--- config.mk ---
export PLATFORM = sky130hd
export DESIGN_NAME = upload_frame_parser
export DESIGN_NICKNAME = d
export VERILOG_FILES = /design/src/rtl/upload_proto_pkg.sv /design/src/rtl/frame_buf_ram.sv /design/src/rtl/upload_frame_parser.sv
export SDC_FILE = /design/constraint.sdc
export NUM_CORES = 2
export LEC_CHECK = 0
export ABC_AREA = 1
export CAP_MARGIN = 0
export CORE_ASPECT_RATIO = 0.5
export CORE_MARGIN = 8
export CORE_UTILIZATION = 55
export DETAILED_ROUTE_END_ITERATION = 7
export MAX_ROUTING_LAYER = met4
export PLACE_DENSITY_LB_ADDON = 0.2
export REMOVE_ABC_BUFFERS = 1
export SYNTH_ARGS = -nofsm -noshare
export SYNTH_HDL_FRONTEND = slang
export SYNTH_HIERARCHICAL = 1
export SYNTH_SLANG_ARGS = --single-unit
--- constraint.sdc ---
create_clock -name clk -period 3.4 [get_ports clk]
set_input_delay 0.68 -clock clk [delete_from_list [all_inputs] [get_ports clk]]
set_output_delay 0.68 -clock clk [all_outputs]
set_load 0.005 [all_outputs]
--- src/rtl/upload_proto_pkg.sv ---
// upload_proto_pkg: framing constants and checksum shared by the upload packer and parser
package upload_proto_pkg;
  localparam logic [7:0] FRAME_HEADER_H = 8'hAA;
  localparam logic [7:0] FRAME_HEADER_L = 8'h44;
  localparam int MAX_LEN = 255;
  function automatic logic [7:0] csum_add(input logic [7:0] sum, input logic [7:0] b);
    return sum + b;
  endfunction
endpackage

--- src/rtl/frame_buf_ram.sv ---
// frame_buf_ram: 256x8 simple dual-port payload buffer, synchronous write and read
module frame_buf_ram (
  input  logic       clk,
  input  logic       rst_n,
  input  logic       we,
  input  logic [7:0] waddr,
  input  logic [7:0] wdata,
  input  logic       re,
  input  logic [7:0] raddr,
  output logic [7:0] rdata
);
  logic [7:0] mem [256];
  always_ff @(posedge clk)
    if (we) mem[waddr] <= wdata;
  // read register doubles as the output data register, so it is held when re is low
  always_ff @(posedge clk or negedge rst_n)
    if (!rst_n) rdata <= 8'd0;
    else if (re) rdata <= mem[raddr];
endmodule

--- src/rtl/upload_frame_parser.sv ---
// upload_frame_parser: locates AA 44 framed uploads, checks the checksum, releases payload of good frames
module upload_frame_parser
  import upload_proto_pkg::*;
(
  input  logic       clk,
  input  logic       rst_n,
  input  logic [7:0] in_data,
  input  logic       in_valid,
  output logic       in_ready,
  output logic [7:0] out_data,
  output logic [7:0] out_source,
  output logic [7:0] out_len,
  output logic       out_valid,
  output logic       out_last,
  input  logic       out_ready,
  output logic       frame_ok,
  output logic       csum_err,
  output logic       len_err
);
  typedef enum logic [2:0] {HUNT_H1, HUNT_H2, GET_SRC, GET_LEN_H, GET_LEN_L, GET_DATA, GET_CSUM, EMIT} state_t;
  state_t state, next;
  logic [7:0] csum, len_h, wr_idx, rd_idx;
  logic take, beat, len_bad, csum_ok, ram_re;
  assign take      = in_valid && in_ready;
  assign out_valid = state == EMIT;
  assign beat      = out_valid && out_ready;
  assign out_last  = out_valid && (rd_idx == out_len - 8'd1);
  assign len_bad   = len_h != 8'd0 || in_data == 8'd0 || int'(in_data) > MAX_LEN;
  assign csum_ok   = in_data == csum;
  // buffer[0] is fetched while the checksum byte is accepted; later reads prefetch the next beat
  assign ram_re    = (take && state == GET_CSUM && csum_ok) || (beat && !out_last);
  frame_buf_ram u_buf (
    .clk   (clk),
    .rst_n (rst_n),
    .we    (take && state == GET_DATA),
    .waddr (wr_idx),
    .wdata (in_data),
    .re    (ram_re),
    .raddr (state == EMIT ? rd_idx + 8'd1 : 8'd0),
    .rdata (out_data)
  );
  always_comb begin
    next = state;
    case (state)
      HUNT_H1:   if (take && in_data == FRAME_HEADER_H) next = HUNT_H2;
      HUNT_H2:   if (take) next = in_data == FRAME_HEADER_L ? GET_SRC : in_data == FRAME_HEADER_H ? HUNT_H2 : HUNT_H1;
      GET_SRC:   if (take) next = GET_LEN_H;
      GET_LEN_H: if (take) next = GET_LEN_L;
      GET_LEN_L: if (take) next = len_bad ? HUNT_H1 : GET_DATA;
      GET_DATA:  if (take && wr_idx == out_len - 8'd1) next = GET_CSUM;
      GET_CSUM:  if (take) next = csum_ok ? EMIT : HUNT_H1;
      EMIT:      if (beat && out_last) next = HUNT_H1;
      default:   next = HUNT_H1;
    endcase
  end
  always_ff @(posedge clk or negedge rst_n)
    if (!rst_n) begin
      state      <= HUNT_H1;
      in_ready   <= 1'b0;
      frame_ok   <= 1'b0;
      csum_err   <= 1'b0;
      len_err    <= 1'b0;
      csum       <= 8'd0;
      len_h      <= 8'd0;
      wr_idx     <= 8'd0;
      rd_idx     <= 8'd0;
      out_source <= 8'd0;
      out_len    <= 8'd0;
    end else begin
      state    <= next;
      in_ready <= next != EMIT;
      frame_ok <= take && state == GET_CSUM && csum_ok;
      csum_err <= take && state == GET_CSUM && !csum_ok;
      len_err  <= take && state == GET_LEN_L && len_bad;
      // a header byte restarts the running sum, including a repeated AA while resyncing
      if (take)
        csum <= (state == HUNT_H1 || (state == HUNT_H2 && in_data == FRAME_HEADER_H)) ? in_data : csum_add(csum, in_data);
      if (take && state == GET_SRC) out_source <= in_data;
      if (take && state == GET_LEN_H) len_h <= in_data;
      if (take && state == GET_LEN_L && !len_bad) begin
        out_len <= in_data;
        wr_idx  <= 8'd0;
      end
      if (take && state == GET_DATA) wr_idx <= wr_idx + 8'd1;
      if (take && state == GET_CSUM) rd_idx <= 8'd0;
      else if (beat) rd_idx <= rd_idx + 8'd1;
    end
endmodule

==> impl_metrics.tcl <==
set metrics [dict create \
    area_growth_pct 12.8 \
    async_flop_share_pct 2.98 \
    timing.final.crit_period_ps 3310 \
    hold_class "primary input to flip-flop" \
    synth_compound_area_share_pct 0.444 \
    initialDrtViolationCount 8413 \
    switchingPower_mw 12.5 \
    avgSynthCellArea_um2 11.7 \
    slew_headroom_pct 32.7 \
    final_nets 7676 \
    skew_ps 42.6 \
    start_util_pct 55.2 \
    yosysTopAreaCell "edfxtp_1" \
    combPwrFrac_pct 7.8 \
    peakVddDrop_v 0.000401 \
    synthTopCellsByCount "nand2_1 (2210), nand3_1 (2076), edfxtp_1 (2048)" \
    coreArea_um2 157000 \
    finalHoldViolations 0 \
    synthesis.area_um2 86800 \
    post-dp-hpwl_um 146000 \
    setup_viol 0 \
    gr-total-overflow 0 \
    p_per_area_nw_per_um2 551 \
    synth_top_area_share_pct 70.9 \
    dr.pass1.iters 7 \
    wl_um 241000 \
    routed_via_density 6.00 \
    critPathLaunchType "flip-flop" \
    critPathMaxFanout 65 \
    met1_length_um 98200 \
    hold_path_depth 1 \
    clockRootBuffer "clkbuf_16" \
    grt_pass1_vias 55626 \
    clock_latency_ps 820 \
    p_sw_share_pct 23.1 \
    seq_power_share_pct 53.8 \
    cts.sinks 2111 \
    clock_path_buffers 4 \
    synth_edf_count 2048 \
    dr_wl_met2_um 109000 \
    route.met3.wl_um 26600 \
    cts_tree "done" \
    synthTopCellsByArea "edfxtp_1 (71%), nand3_1 (12%), nand2_1 (9.6%)" \
    ys.flop_type "edfxtp_1" \
    fmax_mhz 303 \
    synthXorXnorAreaFrac_pct 0.213 \
    cp.required_ps 4110 \
    tightest_slew_ps 1010 \
    status "finished clean" \
    htree_levels 4 \
    io_buffers 41 \
    period_share_pct 97.2 \
    grt_pass1_wl_um 358000 \
    yosys.area_share.simple_pct 23.2 \
    synth_top_family_by_area "simple AND/OR/NAND/NOR gates" \
    p_total_mw 54.0 \
    slew_viol_final 0 \
    clkPwrFrac_pct 38.3 \
    place.gp.congestion 0.927 \
    boundaryPins 42 \
    crit_path_end_kind "flip-flop" \
    drive_above_1_share_pct 10.2 \
    wl_per_cell_um 24.4 \
    grtUsageTotal_pct 28.2 \
    drv_cap 0 \
    row_count 103 \
    p_leak_nw 34.7 \
    cp.arrival_ps 4020 \
    synth-warning-count 6 \
    fp.dieH_um 297 \
    grt_max_degree 165 \
    cts_made_buffers 187 \
    reg2regPathDepth 14 \
    synth.most_common_cell "nand2_1" \
    synth_seq_cells 2111 \
    postSynthCellCount 7432 \
    route.vias.total 59358 \
    top_layer_used "met4" \
    stdcell_count 9895 \
    antenna_found_initial 11 \
    ys_seq_area_share_pct 72.7 \
    intPower_mw 41.5 \
    clk_transition_reported_paths_ps 70 \
    ant_nets 0 \
    critPathKind "flip-flop to flip-flop" \
    synth_fa_ha_area_share_pct 0.167 \
    synthMuxAreaShare_pct 0 \
    fin_util_pct 62.3 \
    drc 0 \
    dieArea_um2 172000 \
    die_width_um 578 \
    place_inst 9556 \
    yosysUniqueCellTypes 37 \
]
-- repair_timing --
| action | in CTS | in global routing |
|---|---|---|
| buffers inserted | 2 | 3 |
| endpoints found under the hold margin | 63 | 0 |
| endpoints found under the setup margin | 1 | 9 |
| gates cloned | 0 | 2 |
| hold buffers | 1 | 0 |
| pin swaps | 2 | 1 |
| gates resized for setup | 7 | 25 |
-- path summary, 6_finish.rpt --
| path | start | end | slack, ps |
|---|---|---|---|
| max | state[2] | u_buf/rdata[3] | 90 |
| min | in_data[7] | u_buf/mem[194][7] | 210 |
| max reg2reg | state[2] | u_buf/rdata[3] | 90 |
| min reg2reg | out_source[3] | out_source[3] | 480 |
| max in group asynchronous | rst_n | state[2] | 2630 |
| min in group asynchronous | rst_n | u_buf/rdata[5] | 440 |
-- logic make-up after synthesis --
kind of cell / after synthesis
AND/OR/NAND/NOR: 4642
adder cells (fa/ha/maj): 11
AO/OA/AOI/OAI: 73
flip-flops: 2111
buffers and inverters: 577
XOR/XNOR: 18
-- through the flow --
step / setup TNS, ps / hold slack (ps) / setup slack (ps) / area (µm²)
4_1_cts: 0 / 176 / 61.5 / 97700
2_1_floorplan: -634040 / 384 / -79270 / 84200
3_3_place_gp: 0 / 467 / 69.6 / 91900
3_5_place_dp: 0 / 472 / 21.1 / 91900
6_report: 0 / 207 / 94.9 / 97900
5_1_grt: -1.83 / 175 / -1.83 / 97900
-- cell type report --
type	count	area, µm²
Antenna cell	4	10.0
Timing Repair inverter	1	11.3
Fill cell	12070	59300
Tap cell	2100	2630
Clock buffer	245	4970
Multi-Input combinational cell	4744	21100
Timing Repair Buffer	523	5020
Sequential cell	2111	63100
Inverter	85	363
Clock inverter	82	802
-- power groups by stage --
stage | clock network [mW] | registers (mW) | logic, mW
finish | 20.7 | 29.0 | 4.23
global route | 21.9 | 29.0 | 4.60
CTS | 20.9 | 29.0 | 4.16
detailed placement | 0 | 29.6 | 4.10
global placement | 0 | 29.6 | 4.05
floorplan | 0 | 29.5 | 2.65
-- layer usage --
layer / vias up / track usage [%]
met1: 29123 / 40.0
met5: - / -
met4: 0 / 7.82
met2: 3105 / 41.7
met3: 422 / 6.15
li1: 26708 / -
-- layout by cell type, fill, tap and decap left out, drive strengths merged, types with 2 or more instances in the layout --
cell and count:
nand3 2076, inv 87, o22ai 10, clkbuf 246, nor3 15, edfxtp 2048
nand2 2211, clkinv 59, clkinvlp 7, xnor2 7, diode 4, bufinv 15
ha 10, xor2 9, nor2 322, clkdlybuf4s50 31, nand4 13, xnor3 2
a21oi 26, buf 489, or2 2, o21ai 34, dfrtp 63
-- sequential cells by signal (all words and copies together), names as in the netlist --
name and count:
u_buf/mem 2048, csum 8, len_h 8, out_len 8, out_source 8, rd_idx 8, u_buf/rdata 8, wr_idx 8
state 3, csum_err 1, frame_ok 1, in_ready 1, len_err 1
-- critical path, stage by stage (launching register included) --
cell	delay [ps]
dfrtp_2	440
inv_2	150
nor2_4	80
inv_1	180
buf_4	230
nor2_4	110
inv_4	400
buf_12	400
nand3_1	190
nand3_1	200
nand3_1	210
nand3_1	260
nand3_1	120
nand3_1	90
nand2_1	50
Power figures use the tool's default switching activity.
